$ cat src/rtl/arm_imm_encoder_if.sv
//------------------------------------------------------------------------------
// Module   : arm_imm_encoder_if
// Brief    : Request/result handshake bundle for the rotated-immediate encoder.
// Revision : 1.0 - initial release
//------------------------------------------------------------------------------
`default_nettype none

interface arm_imm_encoder_if;
  logic        in_valid;
  logic        in_ready;
  logic [31:0] value;
  logic        cin;
  logic        out_valid;
  logic        out_ready;
  logic        encodable;
  logic [11:0] imm12;
  logic        carry;

  modport master (
    output in_valid, value, cin, out_ready,
    input  in_ready, out_valid, encodable, imm12, carry
  );

  modport slave (
    input  in_valid, value, cin, out_ready,
    output in_ready, out_valid, encodable, imm12, carry
  );
endinterface

`default_nettype wire

$ cat src/rtl/arm_imm_encoder.sv
//------------------------------------------------------------------------------
// Module   : arm_imm_encoder
// Brief    : Encodes a 32-bit constant into the ARM {rot, imm8} operand-2 field,
//            lowest rotation first. Define ARM_IMM_ENC_PARALLEL_EN to test all
//            sixteen rotations in a single cycle.
// Revision : 1.0 - initial release
//------------------------------------------------------------------------------
`default_nettype none

module arm_imm_encoder (
  input  wire                 clk,
  input  wire                 rst_n,
  arm_imm_encoder_if.slave    bus
);

  typedef enum logic [1:0] {
    S_IDLE   = 2'd0,
    S_SEARCH = 2'd1,
    S_DONE   = 2'd2
  } state_t;

  state_t      r_state;
  logic [31:0] r_value;
  logic        r_cin;
  logic        r_encodable;
  logic [11:0] r_imm12;
  logic        r_carry;

  logic        w_hit;
  logic [3:0]  w_hit_rot;
  logic [7:0]  w_hit_imm8;
  logic        w_last;
  logic        w_hit_carry;

  // Left-rotate by 2*r: the inverse of the decode-side ROR.
  function automatic logic [31:0] rol2(input logic [31:0] v, input logic [3:0] r);
    logic [63:0] d;
    d = {v, v} << {r, 1'b0};
    return d[63:32];
  endfunction

`ifdef ARM_IMM_ENC_PARALLEL_EN
  logic [31:0] w_tk;

  // Scan high to low so the lowest matching rotation is the one left standing.
  always_comb begin
    w_hit      = 1'b0;
    w_hit_rot  = 4'd0;
    w_hit_imm8 = 8'd0;
    w_tk       = 32'd0;
    for (int k = 15; k >= 0; k--) begin
      w_tk = rol2(r_value, k[3:0]);
      if (w_tk[31:8] == 24'd0) begin
        w_hit      = 1'b1;
        w_hit_rot  = k[3:0];
        w_hit_imm8 = w_tk[7:0];
      end
    end
  end

  assign w_last = 1'b1;
`else
  logic [3:0]  r_rot;
  logic [31:0] w_t;

  assign w_t        = rol2(r_value, r_rot);
  assign w_hit      = (w_t[31:8] == 24'd0);
  assign w_hit_rot  = r_rot;
  assign w_hit_imm8 = w_t[7:0];
  assign w_last     = (r_rot == 4'd15);
`endif

  assign w_hit_carry = (w_hit_rot == 4'd0) ? r_cin : r_value[31];

  always_ff @(posedge clk or negedge rst_n) begin
    if (!rst_n) begin
      r_state     <= S_IDLE;
      r_value     <= 32'd0;
      r_cin       <= 1'b0;
      r_encodable <= 1'b0;
      r_imm12     <= 12'd0;
      r_carry     <= 1'b0;
`ifndef ARM_IMM_ENC_PARALLEL_EN
      r_rot       <= 4'd0;
`endif
    end else begin
      case (r_state)
        S_IDLE: begin
          if (bus.in_valid) begin
            r_value     <= bus.value;
            r_cin       <= bus.cin;
            r_encodable <= 1'b0;
            r_imm12     <= 12'd0;
            r_carry     <= 1'b0;
`ifndef ARM_IMM_ENC_PARALLEL_EN
            r_rot       <= 4'd0;
`endif
            r_state     <= S_SEARCH;
          end
        end

        S_SEARCH: begin
          if (w_hit) begin
            r_encodable <= 1'b1;
            r_imm12     <= {w_hit_rot, w_hit_imm8};
            r_carry     <= w_hit_carry;
            r_state     <= S_DONE;
          end else if (w_last) begin
            r_encodable <= 1'b0;
            r_imm12     <= 12'd0;
            r_carry     <= 1'b0;
            r_state     <= S_DONE;
          end else begin
`ifndef ARM_IMM_ENC_PARALLEL_EN
            r_rot       <= r_rot + 4'd1;
`endif
          end
        end

        S_DONE: begin
          if (bus.out_ready) begin
            r_state <= S_IDLE;
          end
        end

        default: r_state <= S_IDLE;
      endcase
    end
  end

  assign bus.in_ready  = (r_state == S_IDLE);
  assign bus.out_valid = (r_state == S_DONE);
  assign bus.encodable = r_encodable;
  assign bus.imm12     = r_imm12;
  assign bus.carry     = r_carry;

endmodule

`default_nettype wire

$ cat src/flat_wrapper.sv
// flat-port wrapper written by rule: the top's interface ports become plain ports
module arm_imm_encoder_flat 
  (clk, rst_n, bus_in_valid, bus_value, bus_cin, bus_out_ready, bus_in_ready, bus_out_valid, bus_encodable, bus_imm12, bus_carry);
  arm_imm_encoder_if bus_i ();
  input  wire clk;
  input  wire rst_n;
  input wire logic [$bits(bus_i.in_valid)-1:0] bus_in_valid;
  input wire logic [$bits(bus_i.value)-1:0] bus_value;
  input wire logic [$bits(bus_i.cin)-1:0] bus_cin;
  input wire logic [$bits(bus_i.out_ready)-1:0] bus_out_ready;
  output wire logic [$bits(bus_i.in_ready)-1:0] bus_in_ready;
  output wire logic [$bits(bus_i.out_valid)-1:0] bus_out_valid;
  output wire logic [$bits(bus_i.encodable)-1:0] bus_encodable;
  output wire logic [$bits(bus_i.imm12)-1:0] bus_imm12;
  output wire logic [$bits(bus_i.carry)-1:0] bus_carry;
  assign bus_i.in_valid = bus_in_valid;
  assign bus_i.value = bus_value;
  assign bus_i.cin = bus_cin;
  assign bus_i.out_ready = bus_out_ready;
  assign bus_in_ready = bus_i.in_ready;
  assign bus_out_valid = bus_i.out_valid;
  assign bus_encodable = bus_i.encodable;
  assign bus_imm12 = bus_i.imm12;
  assign bus_carry = bus_i.carry;
  arm_imm_encoder u_core (.clk(clk), .rst_n(rst_n), .bus(bus_i));
endmodule
$ cat config.mk
export PLATFORM = sky130hd
export DESIGN_NAME = arm_imm_encoder_flat
export DESIGN_NICKNAME = d
export VERILOG_FILES = /design/src/rtl/arm_imm_encoder_if.sv /design/src/rtl/arm_imm_encoder.sv /design/src/flat_wrapper.sv
export SDC_FILE = /design/constraint.sdc
export NUM_CORES = 1
export LEC_CHECK = 0
export BUFFER_PORTS_ARGS = -buffer_cell sky130_fd_sc_hd__buf_2
export CELL_PAD_IN_SITES_DETAIL_PLACEMENT = 1
export CELL_PAD_IN_SITES_GLOBAL_PLACEMENT = 1
export CORE_MARGIN = 1.5
export CORE_UTILIZATION = 46
export CTS_BUF_LIST = sky130_fd_sc_hd__clkbuf_16
export DETAILED_ROUTE_END_ITERATION = 7
export GPL_ROUTABILITY_DRIVEN = 0
export GPL_TIMING_DRIVEN = 0
export PLACE_DENSITY_LB_ADDON = 0.1
export SLEW_MARGIN = 20
export SYNTH_ARGS = -nofsm -noshare
export SYNTH_HDL_FRONTEND = slang
export SYNTH_SLANG_ARGS = --single-unit
$ cat constraint.sdc
create_clock -name clk -period 3.2 [get_ports clk]
set_input_delay 0.48 -clock clk [delete_from_list [all_inputs] [get_ports clk]]
set_output_delay 0.48 -clock clk [all_outputs]
set_load 0.01 [all_outputs]
==> results of run 1 <==
-- worst max-delay path: stages (launching register included) --
cell,delay (ns)
dfrtp_1,0.48
buf_6,0.20
inv_2,0.21
mux4_2,0.59
a22oi_1,0.25
nor4_2,0.09
a41oi_2,0.40
buf_6,0.22
nor4_1,0.07
or3b_1,0.39
-- stage by stage --
stage | setup WS [ns] | total power, mW
floorplan | 0.7091 | 3.722
global placement | 0.2757 | 4.563
detailed placement | 0.1801 | 4.657
CTS | 0.1694 | 5.329
global route | 0.02421 | 5.684
finish | 0.1678 | 5.377
-- final cells by class --
cell class	instances	area share [%]
Buffer	35	4.850
Sequential cell	53	28.56
Timing Repair Buffer	52	5.659
Clock buffer	5	2.695
Tap cell	108	2.910
Multi-Input combinational cell	288	54.00
Inverter	5	0.4042
Clock inverter	3	0.9162
-- synth_stat cells, types with 4 or more instances --
cell type,count,area share (%)
nand3_1,6,0.74
a41o_1,8,2.0
clkbuf_1,11,1.0
nor2_1,25,2.3
mux4_2,21,12
mux2_2,39,11
o41ai_2,6,2.4
mux2i_1,22,5.4
o21ai_0,4,0.49
nor3_1,10,1.2
a21oi_1,15,1.8
and3_1,6,0.92
dfrtp_1,53,33
nor2b_1,5,0.77
buf_6,8,2.2
buf_2,14,1.7
o31ai_1,4,0.74
a22oi_1,6,1.1
or3b_1,5,1.1
nand2_1,37,3.4
nor4_1,8,1.2
and2_1,8,1.2
a211oi_1,5,0.92
-- path summary, 6_finish.rpt --
| check | start | to | slack, ns | cells past startpoint |
|---|---|---|---|---|
| max | u_core.r_rot[0]$_DFFE_PN0P_ | u_core.bus.imm12[8]$_DFFE_PN0P_ | 0.17 | 9 |
| min | rst_n | u_core.r_value[7]$_DFFE_PN0P_ | 0.22 | 1 |
| max reg2reg | u_core.r_rot[0]$_DFFE_PN0P_ | u_core.bus.imm12[8]$_DFFE_PN0P_ | 0.17 | 9 |
| min reg2reg | u_core.r_cin$_DFFE_PN0P_ | u_core.r_cin$_DFFE_PN0P_ | 0.52 | 1 |
| max in group asynchronous | rst_n | u_core.bus.imm12[3]$_DFFE_PN0P_ | 2.51 | 1 |
| min in group clk | bus_value[5] | u_core.r_value[5]$_DFFE_PN0P_ | 0.41 | 2 |
-- state kept, by name, indices dropped and copies added, names as in the netlist --
name / cells
u_core.r_state: 2
u_core.r_value: 32
u_core.bus.carry: 1
u_core.bus.imm12: 12
u_core.bus.encodable: 1
u_core.r_rot: 4
u_core.r_cin: 1
-- cells by family after synthesis --
kind of cell    synth area share (%)
compound gates                 16.39
xor+xnor                      0.2148
fa+ha+maj                     0.6136
buf+inv                        5.983
flops                          32.53
mux                            28.41
simple gates                   15.86
-- placed cells by master (no fill, tap or decap), types with 8 or more instances in the layout --
master,count
mux2_2,39
mux2i_1,22
mux4_2,21
buf_6,8
nand2_1,37
nor4_1,8
clkbuf_1,11
nor2_1,25
a21oi_1,15
buf_2,65
and2_1,8
dfrtp_1,53
nor3_1,10
a41o_1,8
-- report_power, final --
group | internal [mW] | switching, mW | total (mW)
registers | 0.931 | 0.533 | 1.46
clock network | 0.369 | 0.260 | 0.629
logic | 1.54 | 1.74 | 3.28
-- routing by layer --
layer	up-vias	wire, um	global-route usage [%]
li1	1586	-	-
met1	1820	5400	39.45
met2	190	6135	44.86
met3	41	908	4.532
met4	0	385	10.03
met5	-	0	0
==> metrics, run 1 <==
Critical Path RT 3.38 ns; worst slew pin tran 0.6920 ns; # diodes 0; Multi-input gate area 0.002507 sq mm; Reg area 0.001326 sq mm; status finished clean; post-synth cell types 62; number of global-route vias before repair 3782; max_slew headroom 53.87%; minimum clock period 3.032 ns; port bufs 52; die width 97.15 um; Clock Latency Late Sink 0.30 ns; Routed WL per cell 23.37 um; largest net degree at the start of global routing 54; Yosys reg bits 53; drt total wl 12.83 mm; critical path class reg -> reg; Residual DRC 0; vias 3637; Cell Area, Synth 0.004078 sq mm; Post-Route Utilization 53.77%; fmax 329.8 MHz; Post-Syn Nets 420; Hold Vio Cnt, Final 0; first-pass GRT wire length 21.05 mm; Hold WC Path Type in -> async; crit share post-route 94.76%; RSZ-0062 raised after global routing no; static leakage 2.003 nW; initial core utilization 47.22%; CP startpoint kind flip-flop; DR iter-0 viols 263; Worst EP arrival 3.21 ns; Root Driver clkbuf_16; share of layout cells above drive strength 1 36.05%; worst ir drop on vdd 0.5630 mV; max cap viols 0; Post-CTS Setup Bufs 0; syn_area_per_cell 10.70 sq um; nets 479; Main synth FF type dfrtp_1; Detailed Place HPWL 9.183 mm; placed insts 541; Setup TNS 0 ns; die height 97.15 um; remaining global-route overflow 0; CTS Buffer Depth 2; Vias/cell 6.625; CTS clk-pin slew, worst paths 0.08 ns; total CTS buffers 5; die area 0.009438 sq mm; fin area 0.004643 sq mm; Gate Count Post-Synth 381; CTS Hold Bufs 0; EDFF count, synth 0; CTS resizes 0; initial antenna violation count 0; yosys warns 0; Clock Sinks 53; Post-DRT Antenna Nets 0; CP endpoint kind flip-flop; H-tree lvl count 2; Layout area overhead 13.87%; TritonCTS clock tree built; Min Hold Slack 0.2242 ns; fin cells 549; fillcell total 958; std cell rows 34; Total GRT Usage 28.32%; worst-path maximum fanout 10; Pre-Repair DR Iteration Count 5; sequential area share after synthesis 32.53%; total power divided by cell area 1158 mW/mm^2; Cell Area, Placed 0.004476 sq mm; Final Skew 0.009996 ns; Core ar. 0.008636 sq mm; Max Transition Viols Final 0; I/O pin count 53; async set-reset flop share out of synthesis 100.0%; final setup vio count 0
(Power assumes the default switching activity.)
==> run 2, diff against run 1 <==
--- a/config.mk
+++ b/config.mk
@@ -9,7 +9,7 @@
 export CELL_PAD_IN_SITES_DETAIL_PLACEMENT = 1
 export CELL_PAD_IN_SITES_GLOBAL_PLACEMENT = 1
 export CORE_MARGIN = 1.5
-export CORE_UTILIZATION = 46
+export CORE_UTILIZATION = 42
 export CTS_BUF_LIST = sky130_fd_sc_hd__clkbuf_16
 export DETAILED_ROUTE_END_ITERATION = 7
 export GPL_ROUTABILITY_DRIVEN = 0
==> constraint.sdc (replaced) <==
create_clock -name clk -period 2.75 [get_ports clk]
set_input_delay 0.4125 -clock clk [delete_from_list [all_inputs] [get_ports clk]]
set_output_delay 0.4125 -clock clk [all_outputs]
set_load 0.01 [all_outputs]
==> metrics, run 2 (synthesis results as in run 1) <==
status finished, violations left (was finished clean); failing checks negative setup slack; CTS Hold Bufs 0 (unchanged); max_slew headroom 53.84% (was 53.87%); switching share of total power 48.44% (was 47.20%); crit share post-route 103.6% (was 94.76%); vias 3745 (was 3637); number of global-route vias before repair 3613 (was 3782); FF-to-FF path depth 9 (unchanged); total CTS buffers 5 (unchanged); max cap viols 0 (unchanged); worst ir drop on vdd 0.5546 mV (was 0.5630 mV); Clock power frac 9.5% (was 11.7%); Detailed Place HPWL 9.356 mm (was 9.183 mm); register-to-register setup slack -0.1 ns (was 0.17 ns); Clock Sinks 53 (unchanged); std cell rows 35 (was 34); worst-path maximum fanout 6 (was 10); die width 101.5 um (was 97.15 um); Final Total Pwr 6.980 mW (was 5.377 mW); pre-CTS WS -0.2468 ns (was 0.1801 ns); CTS clk-pin slew, worst paths 0.08 ns (about the same); # diodes 0 (unchanged); static leakage 2.112 nW (was 2.003 nW); Residual DRC 0 (unchanged); share of layout cells above drive strength 1 43.36% (was 36.05%); Post-DRT Antenna Nets 0 (unchanged); switching pwr 3.381 mW (was 2.538 mW); Core ar. 0.009328 sq mm (was 0.008636 sq mm); Post-Route Utilization 54.08% (was 53.77%); worst slew pin tran 0.6924 ns (was 0.6920 ns); setup ws final -0.09932 ns (was 0.1678 ns); initial antenna violation count 0 (unchanged); commonest non-fill, non-tap cell in the layout buf_2 (unchanged); initial core utilization 43.72% (was 47.22%); Worst R2R End u_core.r_rot[1]$_DFFE_PN0P_ (was u_core.bus.imm12[8]$_DFFE_PN0P_); Max Transition Viols Final 0 (unchanged); Layout area overhead 23.72% (was 13.87%); Worst EP arrival 3.03 ns (was 3.21 ns); largest net degree at the start of global routing 54 (unchanged); RSZ-0062 raised after global routing yes (was no); I/O pin count 53 (unchanged); CP endpoint kind flip-flop (unchanged); H-tree lvl count 2 (unchanged); critical path class reg -> reg (unchanged); Root Driver clkbuf_16 (unchanged); port bufs 52 (unchanged); commonest cells after routing, fill and taps aside buf_2, dfrtp_1, mux2_2 (unchanged); Vias/cell 6.446 (was 6.625); Total GRT Usage 26.50% (was 28.32%); fmax 351.0 MHz (was 329.8 MHz); DR iter-0 viols 305 (was 263); Routed WL per cell 24.03 um (was 23.37 um); Final Skew 0.005688 ns (was 0.009996 ns); Pre-Repair DR Iteration Count 5 (unchanged); Flop pwr share 25.3% (was 27.2%); Biggest register u_core.r_value (unchanged); TritonCTS clock tree built (unchanged); Comb pwr share 65.2% (was 61.1%); worst r2r src u_core.r_rot[1]$_DFFE_PN0P_ (was u_core.r_rot[0]$_DFFE_PN0P_); CP startpoint kind flip-flop (unchanged); Clock Latency Late Sink 0.30 ns (about the same); minimum clock period 2.849 ns (was 3.032 ns); CTS Buffer Depth 2 (unchanged); nets 490 (was 479); Hold Vio Cnt, Final 0 (unchanged); max reg flops 32 (unchanged); drt total wl 13.96 mm (was 12.83 mm); total power divided by cell area 1384 mW/mm^2 (was 1158 mW/mm^2); first-pass GRT wire length 20.62 mm (was 21.05 mm); Hold WC Path Type in -> async (unchanged); final setup vio count 16 (was 0); remaining global-route overflow 0 (unchanged); Critical Path RT 2.93 ns (was 3.38 ns); Int Pwr 3.599 mW (was 2.839 mW); die area 0.01031 sq mm (was 0.009438 sq mm); die height 101.5 um (was 97.15 um)
==> run 2: cell count changes in the layout (fill, tap and decap cells not counted), sizes merged <==
cell / delta
bufinv: -1
buf: +7
clkbuf: +4
clkinvlp: +1
==> run 2: critical path, cell delays in order (launching register included) <==
cell	delay, ns
dfrtp_2	0.44
buf_8	0.16
clkbuf_16	0.15
nor3b_1	0.27
nor4_1	0.13
a311o_1	0.36
a211oi_2	0.29
a41oi_4	0.23
o211ai_2	0.33
mux2_2	0.38
==> run 2: power by group through the flow <==
stage / Combinational [mW] / Clock (mW) / Sequential (mW)
2_1_floorplan: 2.92 / 0 / 1.41
3_3_place_gp: 3.69 / 0 / 1.65
3_5_place_dp: 3.77 / 0 / 1.67
4_1_cts: 3.98 / 0.680 / 1.69
5_1_grt: 4.81 / 0.700 / 1.80
6_report: 4.55 / 0.663 / 1.76
==> run 2: worst max path at each step <==
stage	cells after the start	to	slack, ns	from
global route	10	u_core.bus.imm12[11]$_DFFE_PN0P_	-0.18	u_core.r_rot[1]$_DFFE_PN0P_
detailed placement	10	u_core.r_rot[2]$_DFFE_PN0P_	-0.25	u_core.r_rot[1]$_DFFE_PN0P_
CTS	9	u_core.bus.imm12[10]$_DFFE_PN0P_	0.004	u_core.r_rot[0]$_DFFE_PN0P_
finish	9	u_core.r_rot[1]$_DFFE_PN0P_	-0.1	u_core.r_rot[1]$_DFFE_PN0P_
floorplan	8	u_core.bus.carry$_DFFE_PN0P_	0.26	u_core.r_rot[0]$_DFFE_PN0P_
global placement	10	u_core.r_rot[2]$_DFFE_PN0P_	-0.21	u_core.r_rot[1]$_DFFE_PN0P_
==> run 2: through the flow <==
| stage | hold slack [ns] | setup TNS [ns] | instance area, sq um | std cells |
|---|---|---|---|---|
| 3_5_place_dp | 0.5089 | -2.902 | 4502 | 562 |
| 5_1_grt | 0.2071 | -2.403 | 5045 | 581 |
| 2_1_floorplan | 0.1169 | 0 | 4078 | 381 |
| 4_1_cts | 0.1946 | 0 | 4768 | 573 |
| 3_3_place_gp | 0.5189 | -2.142 | 4499 | 562 |
| 6_report | 0.1464 | -1.015 | 5045 | 581 |
==> run 2: metal layers <==
layer / up-vias / GRT usage [%] / part of all wire [%]
li1: 1609 / - / -
met1: 1904 / 37.58 / 42
met2: 191 / 42.92 / 48
met3: 41 / 3.589 / 7.1
met4: 0 / 6.517 / 2.7
met5: - / 0 / 0
==> run 2: what timing repair did <==
action,in CTS,in global routing
gates resized for setup,22,36
cloned,0,5
setup endpoints to repair,19,19
buffers inserted,4,3
pin swaps,7,10
==> run 2: cell type report <==
type / count / area [sq um]
Buffer: 34 / 285.3
Tap cell: 129 / 161.4
Multi-Input combinational cell: 288 / 2696
Fill cell: 1032 / 4283
Clock inverter: 3 / 25.02
Timing Repair Buffer: 64 / 402.9
Inverter: 5 / 21.27
Sequential cell: 53 / 1328
Clock buffer: 5 / 125.1
==> run 3, diff against run 2 <==
--- a/config.mk
+++ b/config.mk
@@ -8,13 +8,13 @@
 export BUFFER_PORTS_ARGS = -buffer_cell sky130_fd_sc_hd__buf_2
 export CELL_PAD_IN_SITES_DETAIL_PLACEMENT = 1
 export CELL_PAD_IN_SITES_GLOBAL_PLACEMENT = 1
-export CORE_MARGIN = 1.5
+export CORE_MARGIN = 5
 export CORE_UTILIZATION = 42
 export CTS_BUF_LIST = sky130_fd_sc_hd__clkbuf_16
 export DETAILED_ROUTE_END_ITERATION = 7
-export GPL_ROUTABILITY_DRIVEN = 0
 export GPL_TIMING_DRIVEN = 0
 export PLACE_DENSITY_LB_ADDON = 0.1
+export RECOVER_POWER = 50
 export SLEW_MARGIN = 20
 export SYNTH_ARGS = -nofsm -noshare
 export SYNTH_HDL_FRONTEND = slang
==> metrics, run 3 (synthesis results as in run 1) <==
setup ws final -0.05074 ns (was -0.09932 ns); # diodes 0 (unchanged); worst slew pin tran 1.383 ns (was 0.6924 ns); critical path class reg -> reg (unchanged); fmax 357.0 MHz (was 351.0 MHz); Max Transition Viols Final 0 (unchanged); number of global-route vias before repair 3771 (was 3613); Routed WL per cell 23.64 um (was 24.03 um); Worst EP arrival 2.99 ns (was 3.03 ns); first-pass GRT wire length 21.41 mm (was 20.62 mm); Hold WC Path Type in -> reg (was in -> async); DR iter-0 viols 200 (was 305); initial core utilization 42.30% (was 43.72%); final setup vio count 15 (was 16); status finished, violations left (unchanged); Final Skew 0.01033 ns (was 0.005688 ns); Post-DRT Antenna Nets 0 (unchanged); Detailed Place HPWL 9.736 mm (was 9.356 mm); CTS clk-pin slew, worst paths 0.07 ns (was 0.08 ns); drt total wl 14.02 mm (was 13.96 mm); die height 108.5 um (was 101.5 um); initial antenna violation count 0 (unchanged); Clock Latency Late Sink 0.30 ns (about the same); die area 0.01178 sq mm (was 0.01031 sq mm); Clock Sinks 53 (unchanged); routed length on met1 6.015 mm (was 5.875 mm); worst ir drop on vdd 0.6216 mV (was 0.5546 mV); commonest non-fill, non-tap cell in the layout buf_2 (unchanged); Layout area overhead 25.56% (was 23.72%); fin cells 593 (was 581); CP startpoint kind flip-flop (unchanged); Core ar. 0.009639 sq mm (was 0.009328 sq mm); I/O pin count 53 (unchanged); Residual DRC 0 (unchanged); max_slew headroom 7.824% (was 53.84%); largest net degree at the start of global routing 54 (unchanged); Biggest register u_core.r_value (unchanged); Total GRT Usage 23.88% (was 26.50%); placed insts 566 (was 562); minimum clock period 2.801 ns (was 2.849 ns); total power divided by cell area 1370 mW/mm^2 (was 1384 mW/mm^2); Pre-Repair DR Iteration Count 4 (was 5); Final Total Pwr 7.012 mW (was 6.980 mW); met2 routed WL 6.657 mm (was 6.718 mm); total CTS buffers 5 (unchanged); metal3 WL 799 um (was 998 um); RSZ-0062 raised after global routing yes (unchanged); Vias/cell 6.260 (was 6.446); static leakage 2.180 nW (was 2.112 nW); Hold Vio Cnt, Final 0 (unchanged); die width 108.5 um (was 101.5 um); pre-CTS WS -0.2281 ns (was -0.2468 ns); Critical Path RT 2.94 ns (was 2.93 ns); port bufs 52 (unchanged); worst-path maximum fanout 6 (unchanged); top routing layer used met4 (unchanged); H-tree lvl count 2 (unchanged); CP endpoint kind flip-flop (unchanged); remaining global-route overflow 0 (unchanged); nets 498 (was 490); fillcell total 1081 (was 1032); gpl congestion 0.9187; TritonCTS clock tree built (unchanged); max cap viols 0 (unchanged); share of layout cells above drive strength 1 45.00% (was 43.36%); Root Driver clkbuf_16 (unchanged); std cell rows 36 (was 35); failing checks negative setup slack (unchanged); CTS Hold Bufs 0 (unchanged); crit share post-route 101.8% (was 103.6%); max reg flops 32 (unchanged); commonest cells after routing, fill and taps aside buf_2, dfrtp_1, mux2_2 (unchanged); vias 3712 (was 3745); CTS Buffer Depth 2 (unchanged)
[run 3: changes by cell type in the layout (fill, tap and decap cells not counted), sizes merged]
cell,before,now
clkbuf,20,21
clkinvlp,1,0
buf,83,90
bufinv,0,1
[run 3: metrics by stage]
step | hold WS [ns] | area (sq um) | setup TNS [ns] | util (%)
finish | 0.3427 | 5120 | -0.4587 | 53.12
global route | 0.3443 | 5120 | -1.637 | 53.12
CTS | 0.1900 | 4833 | -0.007942 | 50.14
detailed placement | 0.5114 | 4507 | -3.372 | 46.75
global placement | 0.5010 | 4504 | -2.880 | 46.73
floorplan | 0.1169 | 4078 | 0 | -
[run 3: power by group]
group | internal (mW) | switching, mW | total [mW] | leakage, nW
clock | 0.429 | 0.302 | 0.731 | 0.0852
sequential | 1.09 | 0.713 | 1.80 | 0.633
combinational | 2.24 | 2.24 | 4.48 | 1.46
[run 3: area by class of cell]
| type | instances | area (sq um) | share of cell area (%) |
|---|---|---|---|
| Sequential cell | 53 | 1330 | 25.98 |
| Buffer | 34 | 280.3 | 5.474 |
| Tap cell | 133 | 166.4 | 3.250 |
| Timing Repair Buffer | 72 | 467.9 | 9.140 |
| Clock buffer | 5 | 125.1 | 2.444 |
| Multi-Input combinational cell | 288 | 2684 | 52.42 |
| Inverter | 5 | 23.77 | 0.4643 |
| Clock inverter | 3 | 42.54 | 0.8309 |
[run 3: final timing paths]
path	slack, ns	start	depth (start not counted)	endpoint
worst max-delay path	-0.05	u_core.r_rot[1]$_DFFE_PN0P_	11	u_core.bus.imm12[5]$_DFFE_PN0P_
worst min-delay path	0.34	bus_value[1]	2	u_core.r_value[1]$_DFFE_PN0P_
worst max register to register	-0.05	u_core.r_rot[1]$_DFFE_PN0P_	11	u_core.bus.imm12[5]$_DFFE_PN0P_
worst min register to register	0.53	u_core.r_cin$_DFFE_PN0P_	1	u_core.r_cin$_DFFE_PN0P_
max in group asynchronous	1.39	rst_n	1	u_core.r_value[3]$_DFFE_PN0P_
min in group asynchronous	0.43	rst_n	1	u_core.r_value[10]$_DFFE_PN0P_
[run 3: what timing repair did]
action,4_1_cts,5_1_grt
gates resized for setup,24,40
gates cloned,0,5
buffers inserted,9,6
pin swaps,6,23
endpoints found under the setup margin,19,19
[run 3: per-layer routing]
| metal | up-vias | track usage (%) |
|---|---|---|
| li1 | 1620 | - |
| met3 | 40 | 5.134 |
| met5 | - | 0 |
| met4 | 0 | 7.574 |
| met1 | 1907 | 31.93 |
| met2 | 145 | 38.66 |
[run 3: worst max-delay path, stage by stage (launching register included)]
cell,delay [ns]
dfrtp_2,0.42
buf_8,0.15
buf_12,0.13
buf_12,0.14
mux2i_4,0.24
mux2i_2,0.12
o32ai_2,0.38
a41oi_2,0.27
buf_4,0.21
or2_4,0.25
buf_6,0.13
a41o_1,0.22
